==> src/rtl/multi_flux_fifo.sv <==
// multi_flux_fifo: FLUX independent circular queues sharing one push port.
// The tag in the MSBs of a pushed word picks the target queue. The read
// side has one pop request per queue and a single first-word-fall-through
// output word of the form {flux index, payload}. Overflow and underflow
// events latch into sticky error flags that only reset clears.

module multi_flux_fifo #(
  parameter int FLUX       = 2,
  parameter int DATA_WIDTH = 8,
  parameter int DEPTH      = 4,
  localparam int TAG_WIDTH = (FLUX > 1) ? $clog2(FLUX) : 1,
  localparam int WIDTH     = DATA_WIDTH + TAG_WIDTH
) (
  input  logic             i_clk,
  input  logic             i_rst,
  input  logic             i_write,
  input  logic [WIDTH-1:0] i_din,
  output logic [FLUX-1:0]  o_full,
  input  logic [FLUX-1:0]  i_read,
  output logic [FLUX-1:0]  o_empty,
  output logic [WIDTH-1:0] o_dout,
  output logic [1:0]       o_err
);

  localparam int PTR_W = $clog2(DEPTH);
  localparam int CNT_W = PTR_W + 1;

  logic [DATA_WIDTH-1:0] r_mem   [FLUX][DEPTH];
  logic [PTR_W-1:0]      r_rptr  [FLUX];
  logic [PTR_W-1:0]      r_wptr  [FLUX];
  logic [CNT_W-1:0]      r_count [FLUX];
  logic [1:0]            r_err;

  logic [TAG_WIDTH-1:0]  w_tag;
  logic [DATA_WIDTH-1:0] w_payload;
  logic [FLUX-1:0]       w_pushEn;
  logic [FLUX-1:0]       w_popEn;
  logic                  w_popValid;
  logic [TAG_WIDTH-1:0]  w_popIdx;
  logic                  w_multiRead;
  logic                  w_pushDrop;
  logic                  w_popErr;

  assign w_tag       = i_din[WIDTH-1 -: TAG_WIDTH];
  assign w_payload   = i_din[DATA_WIDTH-1:0];
  assign w_multiRead = |(i_read & (i_read - FLUX'(1)));
  assign o_err       = r_err;

  // Full/empty flags come only from the registered occupancy counts.
  always_comb begin
    o_full  = '0;
    o_empty = '0;
    for (int f = 0; f < FLUX; f++) begin
      o_full[f]  = (r_count[f] == CNT_W'(DEPTH));
      o_empty[f] = (r_count[f] == '0);
    end
  end

  // Pick the lowest requested flux; scanning downward lets the lowest win.
  always_comb begin
    w_popValid = 1'b0;
    w_popIdx   = '0;
    for (int f = FLUX - 1; f >= 0; f--) begin
      if (i_read[f]) begin
        w_popValid = 1'b1;
        w_popIdx   = TAG_WIDTH'(f);
      end
    end
  end

  // Per-flux accept decisions; a push to a full or nonexistent flux and a pop
  // from an empty flux are refused and reported as errors.
  always_comb begin
    w_pushEn = '0;
    w_popEn  = '0;
    for (int f = 0; f < FLUX; f++) begin
      w_pushEn[f] = i_write && (w_tag == TAG_WIDTH'(f)) && !o_full[f];
      w_popEn[f]  = w_popValid && (w_popIdx == TAG_WIDTH'(f)) && !o_empty[f];
    end
    w_pushDrop = i_write && !(|w_pushEn);
    w_popErr   = w_multiRead || (w_popValid && !(|w_popEn));
  end

  // Show-ahead head word: requested flux first, else lowest non-empty flux.
  // A requested but empty flux shows zero so stale storage never leaks out.
  always_comb begin
    o_dout = '0;
    if (w_popValid) begin
      if (!o_empty[w_popIdx]) begin
        o_dout = {w_popIdx, r_mem[w_popIdx][r_rptr[w_popIdx]]};
      end
    end else begin
      for (int f = FLUX - 1; f >= 0; f--) begin
        if (!o_empty[f]) begin
          o_dout = {TAG_WIDTH'(f), r_mem[f][r_rptr[f]]};
        end
      end
    end
  end

  // Storage array is left unreset; only accepted pushes write it.
  always_ff @(posedge i_clk) begin
    for (int f = 0; f < FLUX; f++) begin
      if (w_pushEn[f]) begin
        r_mem[f][r_wptr[f]] <= w_payload;
      end
    end
  end

  // Pointers, counts and sticky errors, with reset overriding all traffic.
  always_ff @(posedge i_clk) begin
    if (i_rst) begin
      for (int f = 0; f < FLUX; f++) begin
        r_rptr[f]  <= '0;
        r_wptr[f]  <= '0;
        r_count[f] <= '0;
      end
      r_err <= 2'b00;
    end else begin
      for (int f = 0; f < FLUX; f++) begin
        if (w_pushEn[f]) begin
          r_wptr[f] <= r_wptr[f] + PTR_W'(1);
        end
        if (w_popEn[f]) begin
          r_rptr[f] <= r_rptr[f] + PTR_W'(1);
        end
        r_count[f] <= r_count[f] + CNT_W'(w_pushEn[f]) - CNT_W'(w_popEn[f]);
      end
      if (w_pushDrop) begin
        r_err[0] <= 1'b1;
      end
      if (w_popErr) begin
        r_err[1] <= 1'b1;
      end
    end
  end

endmodule

==> config.mk <==
export PLATFORM = sky130hd
export DESIGN_NAME = multi_flux_fifo
export DESIGN_NICKNAME = d
export VERILOG_FILES = /design/src/rtl/multi_flux_fifo.sv
export SDC_FILE = /design/constraint.sdc
export NUM_CORES = 1
export LEC_CHECK = 0
export BUFFER_PORTS_ARGS = -buffer_cell sky130_fd_sc_hd__buf_2
export CAP_MARGIN = 20
export CORE_UTILIZATION = 55
export DETAILED_ROUTE_END_ITERATION = 8
export GPL_TIMING_DRIVEN = 1
export PLACE_DENSITY = 0.74
export SYNTH_ARGS = -nofsm -noshare
export SYNTH_HDL_FRONTEND = slang
export SYNTH_SLANG_ARGS = --single-unit
==> constraint.sdc <==
create_clock -name i_clk -period 2.8 [get_ports i_clk]
set_input_delay 0.56 -clock i_clk [delete_from_list [all_inputs] [get_ports i_clk]]
set_output_delay 0.56 -clock i_clk [all_outputs]
set_load 0.05 [all_outputs]
### Word level (Yosys, flattened, before mapping)

Memories as Yosys holds them, arrays and structs flattened.
Index checks and enable logic that the tools add are counted.

* output and inout bits: 15
* memories: 4
* flip-flop bits (word level): 2
* bits of input ports: 14
* logic and storage cells: 112
* RAM bits: 78

Memory list
* r_mem: depth 2, width 32, rd ports 3, clocked after memory_dff 0, wr ports 1, RTL line 28 `logic [DATA_WIDTH-1:0] r_mem [FLUX][DEPTH];`
* r_count: depth 2, width 3, rd ports 2, clocked after memory_dff 0, wr ports 2, RTL line 31 `logic [CNT_W-1:0] r_count [FLUX];`
* r_rptr: depth 2, width 2, rd ports 3, clocked after memory_dff 0, wr ports 2, RTL line 29 `logic [PTR_W-1:0] r_rptr [FLUX];`
* r_wptr: depth 2, width 2, rd ports 2, clocked after memory_dff 0, wr ports 2, RTL line 30 `logic [PTR_W-1:0] r_wptr [FLUX];`

* bitwise logic cells: 14
* $add $sub $neg: 9
* order comparisons: 8
* multiplexer cells: 48
* reductions and logical operators: 25
* equal/unequal tests: 2

Operators with widths (count)
* 32-bit 2-to-1 mux: 4
* 8-bit 2-to-1 mux: 8
* 8-bit binary-select mux with 2-bit select: 3
* 9-bit 2-to-1 mux: 4
* 8-bit demux with 2-bit select: 2
* 32-bit OR reduction: 1
* 1-bit 2-to-1 mux: 21
* 3-bit >= comparator, second input constant: 5
* 2-bit NOT with 3-bit output: 5
* 1-bit logical AND: 12
* 2-bit by 1-bit adder with 2-bit output, second input constant: 4
* 2-bit 2-to-1 mux: 4
* 3-bit by 1-bit adder with 3-bit output: 2
* 3-bit equality test, second input constant: 2
* 1-bit logical NOT: 6
* 3-bit logical NOT: 2
* 3-bit by 1-bit less-than comparator with 1-bit output, second input constant: 2
* 3-bit 2-to-1 mux: 2
* 1-bit OR: 6
* 2-bit OR reduction: 3
* 3-bit by 1-bit subtractor with 3-bit output: 2
* 2-bit bitwise AND: 1
* 1-bit by 2-bit less-than comparator with 1-bit output, second input constant: 1
* 1-bit NOT: 2
* 2 further kinds: 2

### Longest topological paths before layout

Gate-level depths: netlist of run 1.

* word-level depth: 9
* depth in mapped cells: 11
* gate-level depth less buffers: 9

### Worst setup path after synthesis of run 1

OpenSTA, ideal clock, no wires.

* kind: register to register
* from: memory r_count[0][4] in the netlist's numbering
* to: memory r_count[0][5] in the netlist's numbering
* buffers on the path: 0
* arrival: 3.158 ns
* library setup time: 0.127 ns
* cell stages (with the launch flop): 10
* slack: -0.485 ns
* cells stage by stage: dfxtp_1 -> nor3_1 -> nor2_1 -> ha_1 -> inv_1 -> ha_1 -> fa_1 -> xnor2_1 -> xnor2_1 -> nor2_1

RTL lines (RTL line)
* start: declaration: 31

### Final worst setup path of run 1

* from: input port i_read[1]
* to: output port o_dout[0]

* longest elaborated chain between the ends: 9

Ends and longest elaborated chain
* start: declaration: RTL line 19 `input logic [FLUX-1:0] i_read,`
* 1-bit 2-to-1 mux (*): RTL line 64 `if (i_read[f]) begin`
* 1-bit 2-to-1 mux: RTL line 64
* memory 2 x 2 bit
* 2-bit NOT with 3-bit output (implied by the code): RTL line 90 `o_dout = {w_popIdx, r_mem[w_popIdx][r_rptr[w_popIdx]]};`
* 8-bit binary-select mux with 2-bit select: RTL line 90
* 8-bit 2-to-1 mux (implied by the code) (2 in a row): RTL line 90
* 9-bit 2-to-1 mux: RTL line 89 `if (!o_empty[w_popIdx]) begin`
* 9-bit 2-to-1 mux (*): RTL line 88 `if (w_popValid) begin`
* end: declaration: RTL line 21 `output logic [WIDTH-1:0] o_dout,`

Mark *: on every way between the ends. The rest lies on a longest branch, timed or not. The select of a mux whose other input is x is not followed.

==> qor.csv, run 1 <==
stage,metric,value,unit
outcome,outcome,"complete, no violations",
sta,worst_clock_skew,5.25,ps
finish,final_common_cell,edfxtp_1,
critical_path,crit_path_frequent_cell,buf_2,
critical_path,critPathSlowestCell,a32o_1,
clock_tree,cts.sinks,80,
synthesis,synth_cells,278,
routing,wl_met1,3.64,mm
clock_tree,cts_buffers,9,
synthesis,ys.flop_type,edfxtp_1,
routing,routed_via_density,6.24,
clock_tree,post_cts.repair.setup_buffers,0,
routing,routedWlPerCell,20.8,microns
sta,setup_ws,24.3,ps
routing,wl_met3,637,microns
synthesis,ys_seq_elements,80,
synthesis,synth_cell_types,43,
synthesis,netlist_area,0.00406,sq mm
routing,met2_wirelength,4.41,mm
placed_design,dp_hpwl,6.07,mm
sta,fin_crit_sh,99.1,%
finish,antenna_cells,0,
critical_path,cp_cell_sequence,buf_2 > nor2b_1 > buf_4 > mux2i_2 > buf_6 > o2111ai_1 > a32o_1 > buf_2,
critical_path,crit_buf_inv,4,
clock_tree,cts_tree,yes,
synthesis,ys_warn_count,0,
clock_tree,cts-root-buf,clkbuf_8,
routing,wl,8.89,mm
routing,drc,0,
finish,postLayoutCoreUtil,67.4,%
synthesis,syn_nets,305,
synthesis,yosysSeqAreaShare,57.2,%
global_route,grt_first_pass_wirelength,13.4,mm
critical_path,cp_top_family,buffers and inverters,
sta,setup_viol,0,
pwr,powerDensity,856,mW/mm^2
synthesis,synth_largest_area_cell,edfxtp_1,
critical_path,endpoint_kind,output port,
floorplan,placement_rows,30,
global_route,antenna_found_initial,0,
flow_run,cap_violations,0,
worst_hold_path,hold_path_class,in2reg,
placed_design,port_buffers,28,
placed_design,dpl_worst_slack,-97.9,ps
clock_tree,clk_latency,340,ps
synthesis,synth_top_area_share,53.3,%
critical_path,cp_max_fo,8,
global_route,grt_use_total,24.7,%
synthesis,synthArstFlopShare,0,%
global_route,grt_pass1_vias,2537,
critical_path,crit_required,2240,ps
floorplan,die_w,87.9,microns
critical_path,critPathLaunchType,input port,
floorplan,die_h,87.9,microns
sta,worst_slew_pin_slew,619,ps
floorplan,core-area,0.00694,sq mm
routing,drtAntennaViolNets,0,
floorplan,io_pins,29,
finish,nNetsFinal,353,
synthesis,synth_edf_count,72,
sta,max-slew-margin-rel,58.7,%
finish,final_cell_mix,"edfxtp_1, buf_2, buf_4, mux4_2, nand3b_1",
sta,slew_viol_final,0,
critical_path,crit_type,in2out,
critical_path,slowest_delay,300,ps
finish,syn2layout_area_growth,15.4,%
routing,first_pass_iters,5,
clock_tree,cts.clk_slew.worst_paths,70,ps
clock_tree,htreeDepth,3,
sta,rsz0062_at_grt,true,
clock_tree,cts_buffer_depth,2,
critical_path,cp_data_arrival_time,2220,ps
placed_design,place_congestion,0.823,
sta,min_period,2780,ps
floorplan,start_util,58.5,%
sta,hold_viol,0,
routing,drt_iter0_drc,296,
global_route,grt_overflow_total,0,
sta,fmax,360,MHz
pwr,p_leak,1.75,nW
floorplan,dieArea,0.00773,sq mm
synthesis,synth_area_per_cell,14.6,sq um
finish,layout-drive-gt1-share,30.5,%
pwr,irDropWorstVdd,496,uV
routing,topRoutingLayerUsed,met4,
synthesis,synth_area_leaders,"edfxtp_1, mux4_2, dfxtp_1",
global_route,grt_max_degree,29,
routing,vias,2664,
## metal layers
| metal | track usage [%] | vias to the layer above |
|---|---|---|
| met2 | 38.8 | 132 |
| met1 | 33.3 | 1320 |
| met4 | 11.6 | 0 |
| met5 | 0 | - |
| met3 | 5.28 | 27 |
| li1 | - | 1185 |
## final cells by class
cell class                      count  area, sq um
Multi-Input combinational cell    170         1640
Timing Repair Buffer               52          340
Tap cell                           96          120
Clock inverter                      7         86.3
Inverter                           13         48.8
Clock buffer                        9          124
Fill cell                         505         2260
Sequential cell                    80         2320
## flip-flops by register name, indices dropped and copies added (netlist names)
| name | count |
|---|---|
| o_err | 2 |
| r_count | 6 |
| r_mem | 64 |
| r_wptr | 4 |
| r_rptr | 4 |
## logic make-up after synthesis
kind of cell	count (synthesis)	synth area share [%]
adder cells (fa/ha/maj)	13	4.38
flip-flops	80	57.2
multiplexers	36	14.9
buffers and inverters	28	3.33
AO/OA/AOI/OAI	42	8.45
XOR/XNOR	6	1.29
AND/OR/NAND/NOR	73	10.4
## cell usage after synthesis (2+ instances only)
cell type / instances
a2111oi_0: 2
a211oi_1: 4
a21oi_1: 4
a22o_1: 5
a22oi_1: 2
a32o_1: 5
and2_1: 10
and3_1: 6
buf_2: 6
buf_6: 3
clkbuf_1: 6
dfxtp_1: 8
edfxtp_1: 72
fa_1: 2
ha_1: 11
inv_1: 13
mux2_2: 2
mux2_4: 2
mux2i_1: 13
mux4_2: 17
nand2_1: 7
nand2b_1: 2
nand3b_1: 15
nor2_1: 12
nor2b_1: 8
nor3_1: 6
nor3b_1: 2
o2111ai_1: 7
o21ai_0: 3
o21ba_2: 2
o32ai_1: 2
or2_2: 4
xnor2_1: 5
## metrics by stage
step / cell area [sq um] / std cells / hold WS, ps / power (mW) / TNS [ps]
detailed placement: 4460 / 411 / 466 / 3.12 / -141
global route: 4680 / 427 / 481 / 4.18 / -159
floorplan: 4090 / 278 / 511 / 2.67 / 0
CTS: 4670 / 427 / 470 / 4.01 / 0
finish: 4680 / 427 / 481 / 4.01 / 0
global placement: 4460 / 411 / 460 / 3.09 / 0
## final timing paths
path	start	end	slack, ps	depth (start not counted)
setup / recovery	i_read[1]	o_dout[0]	20	8
hold / removal	i_din[3]	r_mem[0][27]	480	1
setup reg to reg	r_count[0][4]	r_count[0][5]	480	9
hold reg to reg	o_err[1]	o_err[1]	480	1
## repair_timing
action	4_1_cts	5_1_grt
pin swaps	0	0
hold buffers	0	0
resized for setup	1	4
endpoints found under the setup margin	3	7
## report_power, final
part           internal (mW)  switching, mW
logic                  0.628          0.970
clock network          0.494          0.401
registers               1.41         0.0999
(Power assumes the default switching activity.)
==> run 2, diff against run 1 <==
CORE_UTILIZATION = 54   (was 55)
PLACE_DENSITY = 0.75   (was 0.74)
clock period = 2.5 ns   (was 2.8 ns; I/O delays follow)
==> run 2 against run 1 <==
Compared with the run above:
- setup slack worse by 130 ps
- combinational power is 39% higher
- the flow now finishes with violations (setup timing)
- die area is 1.8% higher
- via count is 1.7% higher
- global-route usage is 1.6 points higher
- wire length is 7.4% higher
- highest routed layer unchanged
- utilization is 2.0 points higher
- total power is 21% higher
- sequential power is 13% higher
- clock power is 3.0% higher
- critical path depth is 3 lower
- register-to-register slack worse by 190 ps
==> qor.csv, run 2 (same netlist as run 1, synthesis figures left out) <==
stage,metric,value,unit,change
outcome,outcome,finished with violations,,
outcome,violations,setup timing,,
sta,slew_viol_final,0,,unchanged
clock_tree,cts.sinks,80,,unchanged
placed_design,post_dp_cell_area,0.00453,sq mm,+1.6%
floorplan,io_pins,29,,unchanged
placed_design,dp_hpwl,6.19,mm,+1.9%
pwr,powerDensity,960,mW/mm^2,+12%
placed_design,dpl_worst_slack,-251,ps,-153 ps
critical_path,crit_path_frequent_cell,buf_6,,
floorplan,dieArea,0.00787,sq mm,+1.8%
pwr,comb_power_share,45.8,%,+5.9 points
clock_tree,cts_tree,yes,,
worst_hold_path,holdPathEnd,r_mem[1][18],,
placed_design,place_congestion,0.846,,+2.8%
clock_tree,cts-root-buf,clkbuf_8,,
sta,rsz0062_at_grt,true,,
critical_path,cp_cell_sequence,buf_6 > mux2_4 > mux4_2 > a221o_1 > buf_6,,
critical_path,critPathSlowestCell,edfxtp_1,,
floorplan,placement_rows,31,,+3.3%
sta,setup_viol,8,,+8
clock_tree,cts.clk_slew.worst_paths,80,ps,about the same
finish,largest_reg_flops,64,,unchanged
pwr,clkPwrFrac,19.1,%,-3.3 points
finish,fill_cells,497,,-1.6%
pwr,p_sw_share,36.8,%,+0.11 points
finish,final_common_cell,edfxtp_1,,
clock_tree,cts_buffer_depth,2,,unchanged
routing,vias,2710,,+1.7%
routing,drc,0,,unchanged
sta,hold_viol,0,,unchanged
clock_tree,htreeDepth,3,,unchanged
sta,fin_crit_sh,104,%,
placed_design,dpl.cell_count,417,,+1.5%
critical_path,crit_type,reg2out,,
finish,final_cell_mix,"edfxtp_1, buf_4, buf_2, mux4_2, nand3b_1",,
critical_path,reg2reg_to,r_count[0][5],,
pwr,irDropWorstVdd,480,uV,-3.3%
critical_path,reg2reg_depth,9,,unchanged
global_route,grt_use_total,26.3,%,+1.6 points
global_route,grt_overflow_total,0,,unchanged
finish,stdcell_count,445,,+4.2%
critical_path,slowest_delay,470,ps,+170 ps
finish,syn2layout_area_growth,24.1,%,
global_route,grt_max_degree,19,,-34%
pwr,p_leak,1.92,nW,+9.5%
critical_path,reg2reg_slack,290,ps,-190 ps
flow_run,cap_violations,0,,unchanged
global_route,antenna_found_initial,0,,unchanged
finish,layout-drive-gt1-share,38.2,%,+7.6 points
finish,antenna_cells,0,,unchanged
sta,fmax,384,MHz,
pwr,p_seq_share,35.1,%,-2.7 points
critical_path,critPathLaunchType,flip-flop,,
routing,routed_via_density,6.09,,-2.4%
critical_path,crit_required,2000,ps,-240 ps
sta,max-slew-margin-rel,59.5,%,+0.77 points
floorplan,die_h,88.7,microns,+0.90%
sta,setup_ws,-102,ps,-126 ps
clock_tree,cts_buffers,9,,unchanged
worst_hold_path,min-delay-start,i_din[2],,
floorplan,start_util,56.0,%,-2.5 points
global_route,grt_first_pass_wirelength,14.2,mm,+5.8%
critical_path,cp_data_arrival_time,2100,ps,-120 ps
worst_hold_path,hold_depth,1,,unchanged
routing,wl,9.55,mm,+7.4%
finish,postLayoutCellArea,0.00504,sq mm,+7.6%
worst_hold_path,hold_path_class,in2reg,,
floorplan,die_w,88.7,microns,+0.90%
critical_path,endpoint_kind,output port,,
critical_path,r2r_start,r_count[0][4],,
finish,seqCellArea,0.00232,sq mm,unchanged
routing,drt_iter0_drc,242,,-18%
critical_path,cp_top_family,multiplexers,,
sta,min_period,2600,ps,
global_route,grt_pass1_vias,2726,,+7.4%
routing,first_pass_iters,5,,unchanged
placed_design,port_buffers,28,,unchanged
sta,worst_clock_skew,11.5,ps,+6.22 ps
floorplan,core-area,0.00725,sq mm,+4.5%
critical_path,crit_buf_inv,2,,-2
sta,worst_slew_pin_slew,608,ps,-11.6 ps
routing,routedWlPerCell,21.5,microns,+3.0%
pwr,p_int,3.05,mW,+20%
critical_path,cp_max_fo,6,,-2
pwr,switchingPower,1.78,mW,+21%
finish,nNetsFinal,369,,+4.5%
finish,multi_input_area,0.00171,sq mm,+4.4%
clock_tree,clk_latency,360,ps,+20 ps
routing,drtAntennaViolNets,0,,unchanged
-- run 2: cell types whose count changed in the layout (fill, tap and decap cells not counted), moves of 3 or more --
cell	before	now
buf_12	1	4
a32o_1	5	0
a32o_2	0	5
buf_4	21	28
buf_6	2	13
buf_2	28	18
-- run 2: routing by layer --
layer / vias up / global-route usage [%] / wire [microns]
li1: 1219 / - / -
met1: 1354 / 32.9 / 3990
met2: 119 / 42.8 / 4720
met3: 18 / 6.90 / 635
met4: 0 / 12.8 / 211
met5: - / 0 / 0
-- run 2: worst max path at each step --
stage | cells after the start | end | from | slack, ps
finish | 5 | o_dout[7] | r_rptr[1][1] | -100
global route | 6 | o_dout[7] | r_rptr[1][0] | -150
detailed placement | 11 | r_count[0][5] | i_read[0] | -250
floorplan | 6 | o_dout[1] | i_read[0] | -30
CTS | 6 | o_dout[7] | r_rptr[0][0] | -100
global placement | 6 | o_dout[5] | i_read[0] | -150
-- run 2: stage by stage --
stage | util (%) | power (mW) | hold WS, ps | setup TNS [ps]
finish | 69.4 | 4.84 | 407 | -593
global placement | 62.4 | 3.52 | 466 | -941
floorplan | - | 3.01 | 511 | -66.1
detailed placement | 62.4 | 3.56 | 466 | -1480
global route | 69.4 | 5.03 | 412 | -933
CTS | 68.5 | 4.75 | 406 | -514
-- run 2: layout make-up --
class	instances	area share, %
clock buffers	9	2.46
clock inverters	6	1.22
inverters	13	0.969
multi-input cells	170	34.0
flip-flops and latches	80	46.1
well taps	99	2.46
repair buffers	68	12.8
-- run 2: timing repair --
item                       in CTS  in global routing
gates cloned                    3                  0
pin swaps                       7                  5
hold endpoints to repair        0                  0
setup endpoints to repair       8                  8
gates resized for setup        40                  8
setup buffers                   7                  4
hold buffers                    0                  0
-- run 2: power groups by stage --
stage / clock network [mW] / registers [mW] / logic [mW]
after global routing: 0.975 / 1.71 / 2.34
after global placement: 0 / 1.71 / 1.81
after detailed placement: 0 / 1.72 / 1.84
after floorplan: 0 / 1.69 / 1.31
after CTS: 0.917 / 1.69 / 2.14
final: 0.923 / 1.70 / 2.22
==> run 3, diff against run 2 <==
--- a/config.mk
+++ b/config.mk
@@ -13,2 +13,4 @@
 export PLACE_DENSITY = 0.75
+export SETUP_SLACK_MARGIN = 0.15
+export SLEW_MARGIN = 0
 export SYNTH_ARGS = -nofsm -noshare
==> constraint.sdc (replaced) <==
create_clock -name i_clk -period 2.5 [get_ports i_clk]
set_input_delay 0.25 -clock i_clk [delete_from_list [all_inputs] [get_ports i_clk]]
set_output_delay 0.25 -clock i_clk [all_outputs]
set_load 0.05 [all_outputs]
==> run 3 against run 2 <==
Compared with the run above:
- die area unchanged
- cell area decreased by 1.5%
- clock power increased by 22%
- sequential power about the same
- sequential share of layout area increased by 0.69 points
- register-to-register slack improved by 140 ps
- critical path type unchanged
- the run now ends clean
- total power increased by 2.1%
- clock-buffer cell count unchanged
- highest routed layer unchanged
==> qor.csv, run 3 (same netlist as run 1, synthesis figures left out) <==
stage,metric,value,unit,change
critical_path,slowest_delay,440,ps,-30 ps
pwr,irDropWorstVdd,566,uV,+18%
global_route,grt_use_total,25.6,%,-0.74 points
pwr,p_sw_share,35.3,%,-1.5 points
finish,antenna_cells,0,,unchanged
clock_tree,cts.sinks,80,,unchanged
critical_path,cp_cell_sequence,buf_4 > bufbuf_16 > and3_1 > a2111o_1 > a32o_2 > buf_6,,
sta,setup_viol,0,,-8
sta,slew_viol_final,0,,unchanged
routing,drtAntennaViolNets,0,,unchanged
sta,worst_clock_skew,9.40,ps,-2.07 ps
critical_path,crit_type,reg2out,,
critical_path,r2r_start,r_count[0][4],,
pwr,comb_power_share,42.8,%,-3.0 points
sta,finalSetupTns,0,ps,+593 ps
critical_path,reg2reg_slack,430,ps,+140 ps
critical_path,reg2reg_to,r_count[0][5],,
critical_path,cp_max_fo,10,,+4
sta,rsz0062_at_grt,true,,
routing,wl,9.15,mm,-4.1%
sta,fmax,423,MHz,+10%
finish,stdcell_count,439,,-1.3%
critical_path,crit_required,2250,ps,+250 ps
sta,setup_ws,136,ps,+238 ps
placed_design,dpl.cell_count,408,,-2.2%
placed_design,dp_hpwl,5.91,mm,-4.5%
clock_tree,cts_buffers,9,,unchanged
finish,final_cell_mix,"edfxtp_1, buf_4, buf_2, mux4_2, nand3b_1",,
floorplan,io_pins,29,,unchanged
outcome,outcome,"complete, no violations",,
critical_path,critPathLaunchType,flip-flop,,
placed_design,port_buffers,28,,unchanged
pwr,p_int,3.19,mW,+4.6%
sta,hold_viol,0,,unchanged
sta,timing.hold.ws,166,ps,-241 ps
finish,largest_reg_flops,64,,unchanged
clock_tree,htreeDepth,3,,unchanged
worst_hold_path,hold_depth,1,,unchanged
pwr,p_seq_share,34.3,%,-0.8 points
critical_path,reg2reg_depth,9,,unchanged
finish,nNetsFinal,362,,-1.9%
global_route,grt_max_degree,19,,unchanged
pwr,clkPwrFrac,22.9,%,+3.8 points
routing,drc,0,,unchanged
placed_design,dpl_worst_slack,176,ps,+427 ps
sta,min_period,2360,ps,-238 ps
critical_path,critPathSlowestCell,edfxtp_1,,
clock_tree,clk_latency,350,ps,about the same
pwr,p_leak,1.87,nW,-2.5%
floorplan,dieArea,0.00787,sq mm,unchanged
critical_path,endpoint_kind,output port,,
clock_tree,cts_tree,yes,,
floorplan,placement_rows,31,,unchanged
clock_tree,cts.clk_slew.worst_paths,80,ps,about the same
routing,routedWlPerCell,20.8,microns,-2.8%
clock_tree,cts-root-buf,clkbuf_8,,
floorplan,core-area,0.00725,sq mm,unchanged
finish,final_common_cell,edfxtp_1,,
finish,layout-drive-gt1-share,34.4,%,-3.7 points
finish,syn2layout_area_growth,22.3,%,
global_route,antenna_found_initial,0,,unchanged
routing,drt_iter0_drc,235,,-2.9%
global_route,grt_overflow_total,0,,unchanged
worst_hold_path,hold_path_class,in2reg,,
global_route,grt_first_pass_wirelength,14.1,mm,-0.78%
routing,first_pass_iters,4,,-1
floorplan,start_util,56.0,%,unchanged
routing,routed_via_density,6.09,,about the same
sta,worst_slew_pin_slew,666,ps,+58.0 ps
routing,vias,2675,,-1.3%
pwr,switchingPower,1.75,mW,-2.0%
placed_design,place_congestion,0.821,,-2.9%
critical_path,cp_data_arrival_time,2110,ps,about the same
floorplan,die_w,88.7,microns,unchanged
worst_hold_path,min-delay-start,i_din[3],,
clock_tree,hold_buffers,0,,unchanged
finish,fill_cells,503,,+1.2%
floorplan,die_h,88.7,microns,unchanged
global_route,grt_pass1_vias,2608,,-4.3%
sta,max-slew-margin-rel,55.4,%,-4.0 points
clock_tree,cts_buffer_depth,2,,unchanged
flow_run,cap_violations,0,,unchanged
pwr,powerDensity,995,mW/mm^2,+3.6%
worst_hold_path,holdPathEnd,r_mem[1][19],,
sta,fin_crit_sh,94.6,%,-9.5 points
-- run 3: how the worst max path moves through the flow --
stage             startpoint       endpoint  slack, ps
6_report        r_rptr[0][0]      o_dout[2]        140
5_1_grt         r_rptr[1][1]      o_dout[6]         90
4_1_cts         r_rptr[0][0]      o_dout[2]        130
3_5_place_dp       i_read[0]      o_dout[1]        180
3_3_place_gp       i_read[0]  r_count[0][5]        200
2_1_floorplan  r_count[0][5]  r_count[0][5]         30
-- run 3: routing by layer --
layer	GRT usage, %	up-vias	part of all wire [%]
met1	33.3	1330	43
met4	10.7	0	3.1
met2	40.7	113	47
met5	0	-	0
li1	-	1209	-
met3	7.09	23	6.8
-- run 3: metrics by stage --
| stage | cell area (sq um) | total power [mW] | util (%) |
|---|---|---|---|
| after floorplan | 4100 | 3.00 | - |
| after global placement | 4420 | 3.45 | 60.9 |
| after detailed placement | 4420 | 3.48 | 60.9 |
| after CTS | 4850 | 4.80 | 66.8 |
| after global routing | 4960 | 5.16 | 68.4 |
| final | 4960 | 4.94 | 68.4 |
-- run 3: repair_timing --
| item | CTS | global route |
|---|---|---|
| cloned | 1 | 1 |
| endpoints found under the hold margin | 0 | 0 |
| pin swaps | 0 | 1 |
| setup buffers | 9 | 4 |
| gates resized for setup | 23 | 17 |
| endpoints found under the setup margin | 6 | 8 |
-- run 3: worst max-delay path, delay by kind of cell, from the launching register on --
family,cells,cell delay (ps)
buffers and inverters,3,600
DFF,1,440
and+or+nand+nor,1,140
AOI/OAI and AO/OA,2,570
-- run 3: cell type report --
type                            instances  area (sq um)  area share (%)
Clock buffer                            9           124            2.50
Timing Repair Buffer                   61           542            10.9
Sequential cell                        80          2320            46.8
Clock inverter                          7           119            2.39
Tap cell                               99           124            2.50
Multi-Input combinational cell        170          1680            33.9
Inverter                               13          48.8           0.983
-- run 3: power by group through the flow --
| stage | sequential [mW] | clock (mW) | combinational, mW |
|---|---|---|---|
| after detailed placement | 1.72 | 0 | 1.76 |
| after floorplan | 1.69 | 0 | 1.30 |
| after global placement | 1.72 | 0 | 1.74 |
| after global routing | 1.71 | 1.20 | 2.25 |
| after CTS | 1.69 | 1.14 | 1.97 |
| final | 1.70 | 1.13 | 2.11 |
